File: config.mk
export PLATFORM = sky130hd
export DESIGN_NAME = uart_ascii2num_flat
export DESIGN_NICKNAME = d
export VERILOG_FILES = /design/src/rtl/uart_ascii_pkg.sv /design/src/rtl/uart_ascii2num_if.sv /design/src/rtl/uart_char_class.sv /design/src/rtl/uart_ascii2num.sv /design/src/flat_wrapper.sv
export SDC_FILE = /design/constraint.sdc
export NUM_CORES = 1
export LEC_CHECK = 0
export BUFFER_PORTS_ARGS = -buffer_cell sky130_fd_sc_hd__buf_2
export CAP_MARGIN = 40
export CORE_UTILIZATION = 35
export CTS_CLUSTER_SIZE = 16
export DETAILED_ROUTE_END_ITERATION = 10
export PLACE_DENSITY = 0.6
export SLEW_MARGIN = 20
export SYNTH_ARGS = -nofsm -noshare
export SYNTH_HDL_FRONTEND = slang
export SYNTH_SLANG_ARGS = --single-unit
File: constraint.sdc
create_clock -name clk -period 5.6 [get_ports clk]
set_input_delay 1.12 -clock clk [delete_from_list [all_inputs] [get_ports clk]]
set_output_delay 1.12 -clock clk [all_outputs]
set_load 0.01 [all_outputs]
File: src/rtl/uart_ascii_pkg.sv
// ---------------------------------------------------------------------------
// uart_ascii_pkg
// Shared definitions for the RX-side ASCII parsers: the character codes the
// parsers recognise and the parser state encoding.
// ---------------------------------------------------------------------------
package uart_ascii_pkg;

  localparam logic [7:0] ASCII_0     = 8'h30;
  localparam logic [7:0] ASCII_9     = 8'h39;
  localparam logic [7:0] ASCII_CR    = 8'h0D;
  localparam logic [7:0] ASCII_LF    = 8'h0A;
  localparam logic [7:0] ASCII_MINUS = 8'h2D;

  typedef enum logic [1:0] {
    IDLE  = 2'd0,  // waiting for the first byte of a field
    ACCUM = 2'd1,  // collecting digits
    SKIP  = 2'd2,  // bad field: discard up to the next terminator
    DONE  = 2'd3   // number presented, waiting for the consumer
  } state_e;

endpackage

File: src/rtl/uart_ascii2num_if.sv
// ---------------------------------------------------------------------------
// uart_ascii2num_if
// Groups the byte input stream, the number output stream and the error pulses
// of the decimal parser.
//   slave  : the parser side (consumes rx_*, produces num_* and err_*)
//   master : the environment side (RX buffer + number consumer)
// ---------------------------------------------------------------------------
interface uart_ascii2num_if #(
  parameter int WIDTH = 16
);
  logic [7:0]       rx_data;
  logic             rx_valid;
  logic             rx_ready;
  logic [WIDTH-1:0] num;
  logic             num_valid;
  logic             num_ready;
  logic             err_char;
  logic             err_overflow;

  modport slave (
    input  rx_data, rx_valid, num_ready,
    output rx_ready, num, num_valid, err_char, err_overflow
  );

  modport master (
    output rx_data, rx_valid, num_ready,
    input  rx_ready, num, num_valid, err_char, err_overflow
  );
endinterface

File: src/rtl/uart_char_class.sv
// ---------------------------------------------------------------------------
// uart_char_class
// Combinational classifier for one received ASCII byte.
//   rx_data  : byte to classify
//   is_digit : byte is '0'..'9'
//   is_term  : byte is CR or LF
//   is_minus : byte is '-'
//   digit    : numeric value of the byte (meaningful only when is_digit)
// ---------------------------------------------------------------------------
module uart_char_class
  import uart_ascii_pkg::*;
(
  input  logic [7:0] rx_data,
  output logic       is_digit,
  output logic       is_term,
  output logic       is_minus,
  output logic [3:0] digit
);

  always_comb begin
    is_digit = (rx_data >= ASCII_0) && (rx_data <= ASCII_9);
    is_term  = (rx_data == ASCII_CR) || (rx_data == ASCII_LF);
    is_minus = (rx_data == ASCII_MINUS);
    digit    = 4'(rx_data - ASCII_0);
  end

endmodule

File: src/rtl/uart_ascii2num.sv
// ---------------------------------------------------------------------------
// uart_ascii2num
// Receive-side decimal parser. Accumulates '0'..'9' bytes into a binary
// number and presents it when a CR or LF terminator arrives. Empty fields
// (e.g. the LF of a CRLF pair) are ignored. Bad characters and out-of-range
// fields raise a one-cycle error pulse and the rest of the field is skipped.
//
// Ports:
//   clk     : system clock
//   reset_n : asynchronous reset, active low
//   bus     : uart_ascii2num_if.slave
//             rx_data/rx_valid/rx_ready   byte stream in
//             num/num_valid/num_ready     parsed number out
//             err_char/err_overflow       one-cycle error pulses
//
// Parameters:
//   WIDTH      : output number width
//   MAX_DIGITS : longest accepted digit string per field
//
// Build option UART_ASCII2NUM_NEG_EN: accept a leading '-' and present a
// two's-complement result with the signed range. Without it '-' is illegal
// and the result is unsigned.
// ---------------------------------------------------------------------------
module uart_ascii2num
  import uart_ascii_pkg::*;
#(
  parameter int WIDTH      = 16,
  parameter int MAX_DIGITS = 5
) (
  input  logic              clk,
  input  logic              reset_n,
  uart_ascii2num_if.slave   bus
);

  localparam int CNT_W = $clog2(MAX_DIGITS + 1);
  localparam int EXT_W = WIDTH + 4;  // holds acc*10+9 without wrapping

  localparam logic [EXT_W-1:0] EXT_ONE = EXT_W'(1);

`ifdef UART_ASCII2NUM_NEG_EN
  localparam bit NEG_EN = 1'b1;
`else
  localparam bit NEG_EN = 1'b0;
`endif

  // -------------------------------------------------------------------------
  // Character classification
  // -------------------------------------------------------------------------
  logic       is_digit;
  logic       is_term;
  logic       is_minus;
  logic [3:0] digit;

  uart_char_class u_char_class (
    .rx_data  (bus.rx_data),
    .is_digit (is_digit),
    .is_term  (is_term),
    .is_minus (is_minus),
    .digit    (digit)
  );

  // -------------------------------------------------------------------------
  // State
  // -------------------------------------------------------------------------
  state_e           state_q, state_d;
  logic [WIDTH-1:0] acc_q, acc_d;
  logic [CNT_W-1:0] cnt_q, cnt_d;
  logic             neg_q, neg_d;
  logic [WIDTH-1:0] num_q, num_d;
  logic             err_char_q, err_char_d;
  logic             err_ovf_q, err_ovf_d;

  logic             accept;
  logic [EXT_W-1:0] acc_ext;
  logic [EXT_W-1:0] prod;
  logic [EXT_W-1:0] limit;

  // Never accept while a number is waiting for the consumer.
  assign bus.rx_ready = (state_q != DONE);
  assign accept       = bus.rx_valid && bus.rx_ready;

  // acc*10 + d, built from shifts so no multiplier is needed.
  always_comb begin
    acc_ext = {4'b0000, acc_q};
    prod    = (acc_ext << 3) + (acc_ext << 1) + {{WIDTH{1'b0}}, digit};
  end

  // Largest magnitude the current field may reach.
  always_comb begin
`ifdef UART_ASCII2NUM_NEG_EN
    limit = neg_q ? (EXT_ONE << (WIDTH - 1)) : ((EXT_ONE << (WIDTH - 1)) - EXT_ONE);
`else
    limit = {4'b0000, {WIDTH{1'b1}}};
`endif
  end

  // NOTE: every output of this block is given a default first, so no path
  // leaves a signal unassigned and no latch is inferred.
  always_comb begin
    state_d    = state_q;
    acc_d      = acc_q;
    cnt_d      = cnt_q;
    neg_d      = neg_q;
    num_d      = num_q;
    err_char_d = 1'b0;
    err_ovf_d  = 1'b0;

    unique case (state_q)
      IDLE: begin
        if (accept) begin
          if (is_digit) begin
            state_d = ACCUM;
            acc_d   = WIDTH'(digit);
            cnt_d   = CNT_W'(1);
            neg_d   = 1'b0;
          end else if (NEG_EN && is_minus) begin
            state_d = ACCUM;
            acc_d   = '0;
            cnt_d   = '0;
            neg_d   = 1'b1;
          end else if (!is_term) begin
            // A terminator here is an empty field and is simply dropped.
            state_d    = SKIP;
            err_char_d = 1'b1;
          end
        end
      end

      ACCUM: begin
        if (accept) begin
          if (is_digit) begin
            if ((cnt_q == CNT_W'(MAX_DIGITS)) || (prod > limit)) begin
              state_d   = SKIP;
              err_ovf_d = 1'b1;
            end else begin
              acc_d = prod[WIDTH-1:0];
              cnt_d = cnt_q + 1'b1;
            end
          end else if (is_term) begin
            if (cnt_q == '0) begin
              // Only a '-' was seen; the terminator already ends the field.
              state_d    = IDLE;
              acc_d      = '0;
              neg_d      = 1'b0;
              err_char_d = 1'b1;
            end else begin
              state_d = DONE;
              num_d   = neg_q ? ('0 - acc_q) : acc_q;
            end
          end else begin
            state_d    = SKIP;
            err_char_d = 1'b1;
          end
        end
      end

      SKIP: begin
        if (accept && is_term) begin
          state_d = IDLE;
          acc_d   = '0;
          cnt_d   = '0;
          neg_d   = 1'b0;
        end
      end

      DONE: begin
        if (bus.num_ready) begin
          state_d = IDLE;
          acc_d   = '0;
          cnt_d   = '0;
          neg_d   = 1'b0;
        end
      end

      default: state_d = IDLE;
    endcase
  end

  // NOTE: state registers use non-blocking assignments so every flop samples
  // the pre-edge value of the others, independent of evaluation order.
  always_ff @(posedge clk or negedge reset_n) begin
    if (!reset_n) begin
      state_q    <= IDLE;
      acc_q      <= '0;
      cnt_q      <= '0;
      neg_q      <= 1'b0;
      num_q      <= '0;
      err_char_q <= 1'b0;
      err_ovf_q  <= 1'b0;
    end else begin
      state_q    <= state_d;
      acc_q      <= acc_d;
      cnt_q      <= cnt_d;
      neg_q      <= neg_d;
      num_q      <= num_d;
      err_char_q <= err_char_d;
      err_ovf_q  <= err_ovf_d;
    end
  end

  assign bus.num          = num_q;
  assign bus.num_valid    = (state_q == DONE);
  assign bus.err_char     = err_char_q;
  assign bus.err_overflow = err_ovf_q;

endmodule

File: src/flat_wrapper.sv
// flat-port wrapper written by rule: the top's interface ports become plain ports
module uart_ascii2num_flat import uart_ascii_pkg::*;
#(
  parameter int WIDTH      = 16,
  parameter int MAX_DIGITS = 5
)
  (clk, reset_n, bus_rx_data, bus_rx_valid, bus_num_ready, bus_rx_ready, bus_num, bus_num_valid, bus_err_char, bus_err_overflow);
  uart_ascii2num_if #(.WIDTH(WIDTH)) bus_i ();
  input  logic clk;
  input  logic reset_n;
  input wire logic [$bits(bus_i.rx_data)-1:0] bus_rx_data;
  input wire logic [$bits(bus_i.rx_valid)-1:0] bus_rx_valid;
  input wire logic [$bits(bus_i.num_ready)-1:0] bus_num_ready;
  output wire logic [$bits(bus_i.rx_ready)-1:0] bus_rx_ready;
  output wire logic [$bits(bus_i.num)-1:0] bus_num;
  output wire logic [$bits(bus_i.num_valid)-1:0] bus_num_valid;
  output wire logic [$bits(bus_i.err_char)-1:0] bus_err_char;
  output wire logic [$bits(bus_i.err_overflow)-1:0] bus_err_overflow;
  assign bus_i.rx_data = bus_rx_data;
  assign bus_i.rx_valid = bus_rx_valid;
  assign bus_i.num_ready = bus_num_ready;
  assign bus_rx_ready = bus_i.rx_ready;
  assign bus_num = bus_i.num;
  assign bus_num_valid = bus_i.num_valid;
  assign bus_err_char = bus_i.err_char;
  assign bus_err_overflow = bus_i.err_overflow;
  uart_ascii2num #(.WIDTH(WIDTH), .MAX_DIGITS(MAX_DIGITS)) u_core (.clk(clk), .reset_n(reset_n), .bus(bus_i));
endmodule
### After elaboration in Yosys (flattened, before gate mapping)

Cells that the tools add are included.

* mux-type cells: 51
* bitwise logic cells: 2
* order comparisons: 3
* equality and inequality tests: 22
* reduce and logical (&&, ||, !) cells: 12
* add/sub/neg operators: 5

Operator list (count)
* $mux 16: 10
* $pmux 16 s4: 1
* $mux 3: 7
* $add 19x17->20: 1
* $add 20x4->20: 1
* $gt 20x16->1 const B: 1
* $mux 2: 10
* $mux 1: 19
* $eq 8x4->1 const B: 2
* $reduce_and 8->1: 2
* $sub 1x16->16 const A: 1
* $ne 2x1->1 const B: 7
* $pmux 3 s4: 1
* $ge 8x6->1 const B: 1
* $le 8x6->1 const B: 1
* $ne 2x2->1 const B: 4
* $pmux 2 s4: 1
* $reduce_and 7->1: 1
* $ne 3x1->1 const B: 2
* $ne 3x3->1 const B: 2
* $reduce_and 6->1: 1
* $reduce_and 5->1: 1
* $eq 2x2->1 const B: 2
* $pmux 1 s4: 1
* 11 further kinds: 15

* register bits: 40
* output and inout bits: 20
* word-level logic and storage cells: 102

### Logic depth before layout (Yosys ltp)

Gate-level depths: netlist (run 1).

* depth in word-level cells: 8
* mapped depth: 12
* depth with buffers taken out: 11

### Hierarchy

A second synthesis (run 1) with hierarchy kept.

* cells, all modules: 291
* area, all modules: 2885.3 µm²

By module, submodules not included
* uart_ascii2num: cells each 279, area each 2783.9 µm², instances 1
* uart_char_class: cells each 12, area each 101.3 µm², instances 1

### Worst setup path after synthesis (run 1)

No wires, ideal clock.

* kind: input-to-reg
* from: input port bus_rx_data[3]
* to: register u_core.acc_q[14]
* library setup time: 0.122 ns
* stages: 11
* path buffers: 1
* setup slack: 1.643 ns
* required time: 5.478 ns
* data arrival time: 3.836 ns
* cell sequence: inv_1 > fa_1 > fa_1 > nand2b_1 > a211o_1 > a211o_1 > a21boi_4 > o211a_4 > nand4b_4 > buf_6 > a32o_1

* longest elaborated chain between the ends: 6
* elaborated cells between the ends (all ways): 21
* those cells by class: 2 x add/sub; 3 x order compare; 7 x eq/ne; 4 x mux; 5 x reduce/logical

RTL lines
* start: declaration: line flat_wrapper.sv:11 `input wire logic [$bits(bus_i.rx_data)-1:0] bus_rx_data;`
* $sub 4x1->4: line uart_char_class.sv:24 `digit = 4'(rx_data - ASCII_0);`
* $add 20x4->20: line uart_ascii2num.sv:85 `prod = (acc_ext << 3) + (acc_ext << 1) + {{WIDTH{1'b0}}, digit};`
* $gt 20x16->1 / $mux 16 (equally long branches): line uart_ascii2num.sv:132 `if ((cnt_q == CNT_W'(MAX_DIGITS)) || (prod > limit)) begin`
* $logic_or 1x1->1 / $mux 16 (equally long branches): line uart_ascii2num.sv:132, uart_ascii2num.sv:131
* $ne 3x3->1 (no source line) / $mux 16 (equally long branches)
* $reduce_and 8->1 (no source line) / $pmux 16 s4 (equally long branches)
* end signal: assignment: line uart_ascii2num.sv:184 `acc_q <= '0;`
* end signal: assignment: line uart_ascii2num.sv:192 `acc_q <= acc_d;`
* end: declaration: line uart_ascii2num.sv:66 `logic [WIDTH-1:0] acc_q, acc_d;`

Parallel ways exist; a longest one is shown, timed or not. The select of a mux whose other input is x is not followed.
A chain may end at the register's enable or synchronous reset.

### Worst setup path in the final report (run 1)

* from: input port bus_rx_data[3]
* to: register u_core.acc_q[15]

Same word-level chain as after synthesis.

==> metrics.md, run 1 <==
| Metric | Value |
|---|---|
| Status | `finished, final reports clean` |
| Antenna violations before repair | `0` |
| Synthesized area | `3060 sq um` |
| Critical path required time | `5.82 ns` |
| CP Launch Type | `input pin` |
| Placed instance count | `424` |
| Yosys top cell area share | `31.89%` |
| Core outline area | `8341 sq um` |
| Port Buffers | `31` |
| Worst Setup End Kind | `flop` |
| Period utilisation layout | `76.57%` |
| DRT Pass-1 Iters | `4` |
| Most frequent cells in the layout | `dfrtp_1, ha_1, buf_2` |
| RSZ-0062 raised after global routing | `false` |
| Gr ovfl total | `0` |
| Worst-Skew Late Latency | `0.29 ns` |
| Multi-input gate area | `1922 sq um` |
| Register area | `975.9 sq um` |
| Synth Instances | `297` |
| Total power | `946.1 uW` |
| Max-Cap Viols | `0` |
| CTS tree | `done` |
| Maximum vdd drop | `119.0 uV` |
| Async S/R FF share, synth | `100.0%` |
| # rows | `33` |
| Final Critical Period | `4.288 ns` |
| Ant diodes | `0` |
| Worst-Margin Slew | `0.8239 ns` |
| Total Wirelength | `6.719 mm` |
| ANT nets after route | `0` |
| Cell taking the most area after synthesis | `dfrtp_1` |
| Initial DRC count | `78` |
| Post-CTS setup buffer count | `0` |
| CTS clk-pin slew, worst paths | `0.07 ns` |
| Placed Instance Area | `3291 sq um` |
| Slew Viols, Final | `0` |
| # nets final | `374` |
| Post-detail-place hpwl | `4.980 mm` |
| DIE WIDTH | `95.51 um` |
| Post-route cell area | `3372 sq um` |
| CTS max path bufs | `2` |
| Worst Setup Path Type | `in -> reg` |
| Fmax | `0.2332 GHz` |
| CP arrival | `4.51 ns` |
| Buffers & Inverters on Critical Path | `2` |
| Mapped Nets | `345` |
| Routed len/inst | `15.55 um` |
| Hold Crit Class | `reg -> reg` |
| CTS Hold Buffers Added | `0` |
| EDFF count, synth | `0` |
| Pin count of the biggest net entering global routing | `27` |
| Register area share after synthesis | `31.89%` |
| Unique cell type count in the Yosys netlist | `73` |
| Hold WS | `0.4897 ns` |
| CP peak stage delay | `0.77 ns` |
| Global-route wire length before repair | `11.05 mm` |
| Num CTS Buffers | `5` |
| Via count | `2454` |
| Commonest non-fill, non-tap cell in the layout | `dfrtp_1` |
| Pwr dens | `280.6 nW/um^2` |
| Setup Skew | `0.01289 ns` |
| Critical Path Fanout Max | `12` |
| Number of global-route vias before repair | `2228` |
| Fillers | `840` |
| # setup viols final | `0` |
| Static leakage | `1.642 nW` |
| H-tree levels | `2` |
| FF+latch count, synth | `39` |
| Post_cts resized | `0` |
| Initial Utilization | `36.69%` |
| Vias/cell | `5.681` |
| Synth Warn # | `0` |
| Syn avg cell area | `10.30 sq um` |
| CP Cell Sequence | `buf_2 -> inv_1 -> fa_1 -> fa_1 -> nand2b_1 -> a211o_1 -> a211o_1 -> a21boi_4 -> o22ai_4 -> nor4_4 -> a22o_1` |
| Top cells by area, synth | `dfrtp_1, ha_1, mux2_2, a32o_1, a21oi_1` |
| Final Non-Filler Cells | `432` |
| Hold Vio Cnt, Final | `0` |
| Root buf cell | `clkbuf_8` |
| Die height | `95.51 um` |
| Setup TNS | `0 ns` |
| P&R area growth vs syn | `10.18%` |
| Share of cells above drive strength 1 | `23.24%` |
| Top delay family on crit path | `compound AO/OA/AOI/OAI gates` |
| Crit-path slowest cell | `nor4_4` |
| Final GP Congestion | `0.8127` |
| DRC violations left | `0` |
| Die area | `9122 sq um` |
| Worst slew margin | `44.66%` |
| Total GRT Usage | `15.63%` |
| Clock sinks | `39` |
| I/O pins | `32` |
| Top_reg_cell synth | `dfrtp_1` |
metal layers:
metal / up-vias / GRT usage [%] / part of all wire (%)
met5: - / 0 / 0
met4: 0 / 6.219 / 2.1
met3: 15 / 2.153 / 3.2
met2: 52 / 23.33 / 44
met1: 1194 / 22.57 / 50
li1: 1193 / - / -
per-stage QoR:
stage / utilization, % / worst slack (ns)
after floorplan: - / 1.643
after global placement: 39.08 / 1.094
after detailed placement: 39.45 / 1.025
after CTS: 40.43 / 1.318
after global routing: 40.43 / 1.164
final: 40.43 / 1.312
cell families (layout without fill, tap and decap cells):
family	count (synthesis)	in the layout	share of synthesized area [%]
AOI/OAI and AO/OA	93	93	25.27
xor gates and xnor gates	9	9	2.576
adders and majority gates	36	36	15.21
buffers and inverters	31	61	5.314
DFF	39	39	31.89
muxes	14	14	5.110
and+or+nand+nor	75	75	14.64
registers in the layout, summed over array words and instances (netlist names):
name,flops
u_core.bus.err_char,1
u_core.state_q,2
u_core.bus.num,16
u_core.cnt_q,3
u_core.bus.err_overflow,1
u_core.acc_q,16
report_power, final:
group / leakage [nW] / switching, mW / total [mW] / internal [mW]
registers: 0.530 / 0.0379 / 0.344 / 0.306
logic: 1.07 / 0.247 / 0.416 / 0.169
clock network: 0.0422 / 0.0991 / 0.187 / 0.0876
worst paths after layout:
kind                       cells past startpoint                        endpoint                           from  slack, ns
max reg2reg                                   10    u_core.acc_q[15]$_DFFE_PN0P_    u_core.acc_q[0]$_DFFE_PN0P_       1.86
max in group asynchronous                      2     u_core.acc_q[0]$_DFFE_PN0P_                        reset_n       4.40
min                                            2   u_core.bus.num[0]$_DFFE_PN0P_  u_core.bus.num[0]$_DFFE_PN0P_       0.49
min in group asynchronous                      1  u_core.bus.num[11]$_DFFE_PN0P_                        reset_n       0.74
max                                           11    u_core.acc_q[15]$_DFFE_PN0P_                 bus_rx_data[3]       1.31
min reg2reg                                    2   u_core.bus.num[0]$_DFFE_PN0P_  u_core.bus.num[0]$_DFFE_PN0P_       0.49
worst register-to-register path: cells and delay by family (launching register included):
family	cells	cell delay, ns
AO/OA/AOI/OAI	5	1.24
adder cells (fa/ha/maj)	2	0.94
buffers and inverters	1	0.12
flip-flops	1	0.40
AND/OR/NAND/NOR	2	0.97
synth_stat cells (5+ instances only):
cell type	number
a21oi_1	19
a32o_1	12
dfrtp_1	39
ha_1	34
inv_1	20
mux2_2	13
nand2_1	17
nand2b_1	5
nand3_1	7
nor2_1	16
o21ai_0	14
xnor2_1	8
cell type report:
| cell class | instances | share of cell area (%) |
|---|---|---|
| Clock inverter | 1 | 0.1484 |
| Timing Repair Buffer | 33 | 5.529 |
| Sequential cell | 39 | 28.94 |
| Inverter | 20 | 2.226 |
| Tap cell | 105 | 3.896 |
| Clock buffer | 7 | 2.263 |
| Multi-Input combinational cell | 227 | 56.99 |
No activity file was read; power rests on OpenSTA's default activity.
==> run 2, diff against run 1 <==
Clock period 5.6 ns to 4 ns, I/O delays scaled along.
==> run 2 against run 1 <==
Net effect: first-iteration DRC count down 9.0%; power up 43%; final cell count up 2.1%; clock skew down 0.0050 ns; via count down 2.4%; largest power group unchanged; highest routed layer unchanged.
==> metrics.md, run 2 (synthesis gave the netlist of run 1 again) <==
| Metric | Value |
|---|---|
| ANT nets after route | `0` |
| Total GRT Usage | `15.77%` |
| Post-route cell area | `3453 sq um` |
| Hold Crit Class | `in -> async` |
| Post_cts resized | `0` |
| DRT Pass-1 Iters | `4` |
| Setup Skew | `0.007918 ns` |
| RSZ-0062 raised after global routing | `false` |
| CP Launch Type | `input pin` |
| Ant diodes | `0` |
| # rows | `33` |
| Die area | `9122 sq um` |
| Gr ovfl total | `0` |
| Global-route wire length before repair | `11.16 mm` |
| Commonest non-fill, non-tap cell in the layout | `dfrtp_1` |
| Placed Instance Area | `3366 sq um` |
| Fmax | `0.2608 GHz` |
| Period utilisation layout | `95.86%` |
| CP Cell Sequence | `buf_2 -> inv_1 -> fa_1 -> fa_1 -> nand2b_1 -> a211o_1 -> a211o_1 -> a21boi_4 -> o22ai_4 -> nor4_4 -> a22o_1` |
| CP peak stage delay | `0.70 ns` |
| Worst Setup Path Type | `in -> reg` |
| Critical path depth | `11` |
| Critical Path Fanout Max | `12` |
| Pin count of the biggest net entering global routing | `28` |
| Critical path required time | `4.22 ns` |
| Share of cells above drive strength 1 | `25.89%` |
| Initial DRC count | `71` |
| Buffers & Inverters on Critical Path | `2` |
| P&R area growth vs syn | `12.84%` |
| Register area | `975.9 sq um` |
| CP arrival | `4.06 ns` |
| Number of global-route vias before repair | `2286` |
| R2R depth | `10` |
| Worst-Skew Late Latency | `0.29 ns` |
| Top delay family on crit path | `compound AO/OA/AOI/OAI gates` |
| Worst Setup End Kind | `flop` |
| Maximum vdd drop | `196.4 uV` |
| DIE WIDTH | `95.51 um` |
| Static leakage | `1.696 nW` |
| Post-detail-place hpwl | `5.181 mm` |
| Total Wirelength | `6.620 mm` |
| Final Critical Period | `3.834 ns` |
| Max-Cap Viols | `0` |
| Routed len/inst | `15.01 um` |
| Port Buffers | `31` |
| Clock sinks | `39` |
| Most frequent cells in the layout | `dfrtp_1, ha_1, buf_2` |
| Crit-path slowest cell | `nor4_4` |
| CTS Hold Buffers Added | `0` |
| H-tree levels | `2` |
| Antenna violations before repair | `0` |
| CTS tree | `done` |
| I/O pins | `32` |
| Core outline area | `8341 sq um` |
| Post-CTS setup buffer count | `0` |
| Slew Viols, Final | `0` |
| CTS max path bufs | `2` |
| Hold Vio Cnt, Final | `0` |
| Hold WS | `0.4012 ns` |
| Total power | `1.349 mW` |
| Multi-input gate area | `1922 sq um` |
| Fillers | `836` |
| Die height | `95.51 um` |
| Vias/cell | `5.433` |
| # setup viols final | `0` |
| Num CTS Buffers | `5` |
| Status | `finished, final reports clean` |
| Root buf cell | `clkbuf_8` |
| DRC violations left | `0` |
| CTS clk-pin slew, worst paths | `0.08 ns` |
| Worst-Margin Slew | `0.7434 ns` |
| Worst slew margin | `50.07%` |
| Pwr dens | `390.7 nW/um^2` |
| Initial Utilization | `36.69%` |
| Final GP Congestion | `0.8350` |
| # nets final | `384` |
| Via count | `2396` |
[run 2: changes by cell type in the layout (fill, tap and decap cells not counted)]
cell / before / now
buf_4: 0 / 10
clkbuf_8: 5 / 6
clkbuf_1: 2 / 0
[run 2: path summary, 6_finish.rpt]
kind                                               start                        endpoint  slack, ns
max                                       bus_rx_data[3]    u_core.acc_q[15]$_DFFE_PN0P_       0.17
min                                              reset_n  u_core.bus.num[11]$_DFFE_PN0P_       0.40
max reg2reg                  u_core.acc_q[0]$_DFFE_PN0P_    u_core.acc_q[15]$_DFFE_PN0P_       0.38
min reg2reg                u_core.bus.num[3]$_DFFE_PN0P_   u_core.bus.num[3]$_DFFE_PN0P_       0.49
max in group asynchronous                        reset_n     u_core.acc_q[0]$_DFFE_PN0P_       3.15
min in group clk           u_core.bus.num[3]$_DFFE_PN0P_   u_core.bus.num[3]$_DFFE_PN0P_       0.49
[run 2: layout make-up]
| class | instances | share of cell area, % |
|---|---|---|
| Timing Repair Buffer | 43 | 7.572 |
| Clock buffer | 6 | 2.391 |
| Multi-Input combinational cell | 227 | 55.65 |
| Sequential cell | 39 | 28.26 |
| Inverter | 20 | 2.174 |
| Clock inverter | 1 | 0.1449 |
| Tap cell | 105 | 3.804 |
[run 2: power breakdown]
part | leakage (nW) | internal (mW) | switching [mW]
Clock | 0.0470 | 0.136 | 0.142
Sequential | 0.530 | 0.428 | 0.0539
Combinational | 1.12 | 0.249 | 0.341
Total | 1.70 | 0.813 | 0.536
[run 2: layer usage]
layer / vias to the layer above / routed length [um] / part of all wire, % / track usage, %
li1: 1202 / - / - / -
met1: 1162 / 3314 / 50 / 21.74
met2: 30 / 3042 / 46 / 25.83
met3: 2 / 237 / 3.6 / 2.871
met4: 0 / 25 / 0.38 / 2.985
met5: - / 0 / 0 / 0
[run 2: per-stage QoR]
step           TNS [ns]  util [%]  instances  setup WS, ns
2_1_floorplan         0         -        297        0.3629
3_3_place_gp     -1.093     39.98        432       -0.1038
6_report              0     41.40        441        0.1655
4_1_cts               0     41.40        441        0.1348
3_5_place_dp     -1.501     40.35        434       -0.1378
5_1_grt               0     41.40        441       0.01716
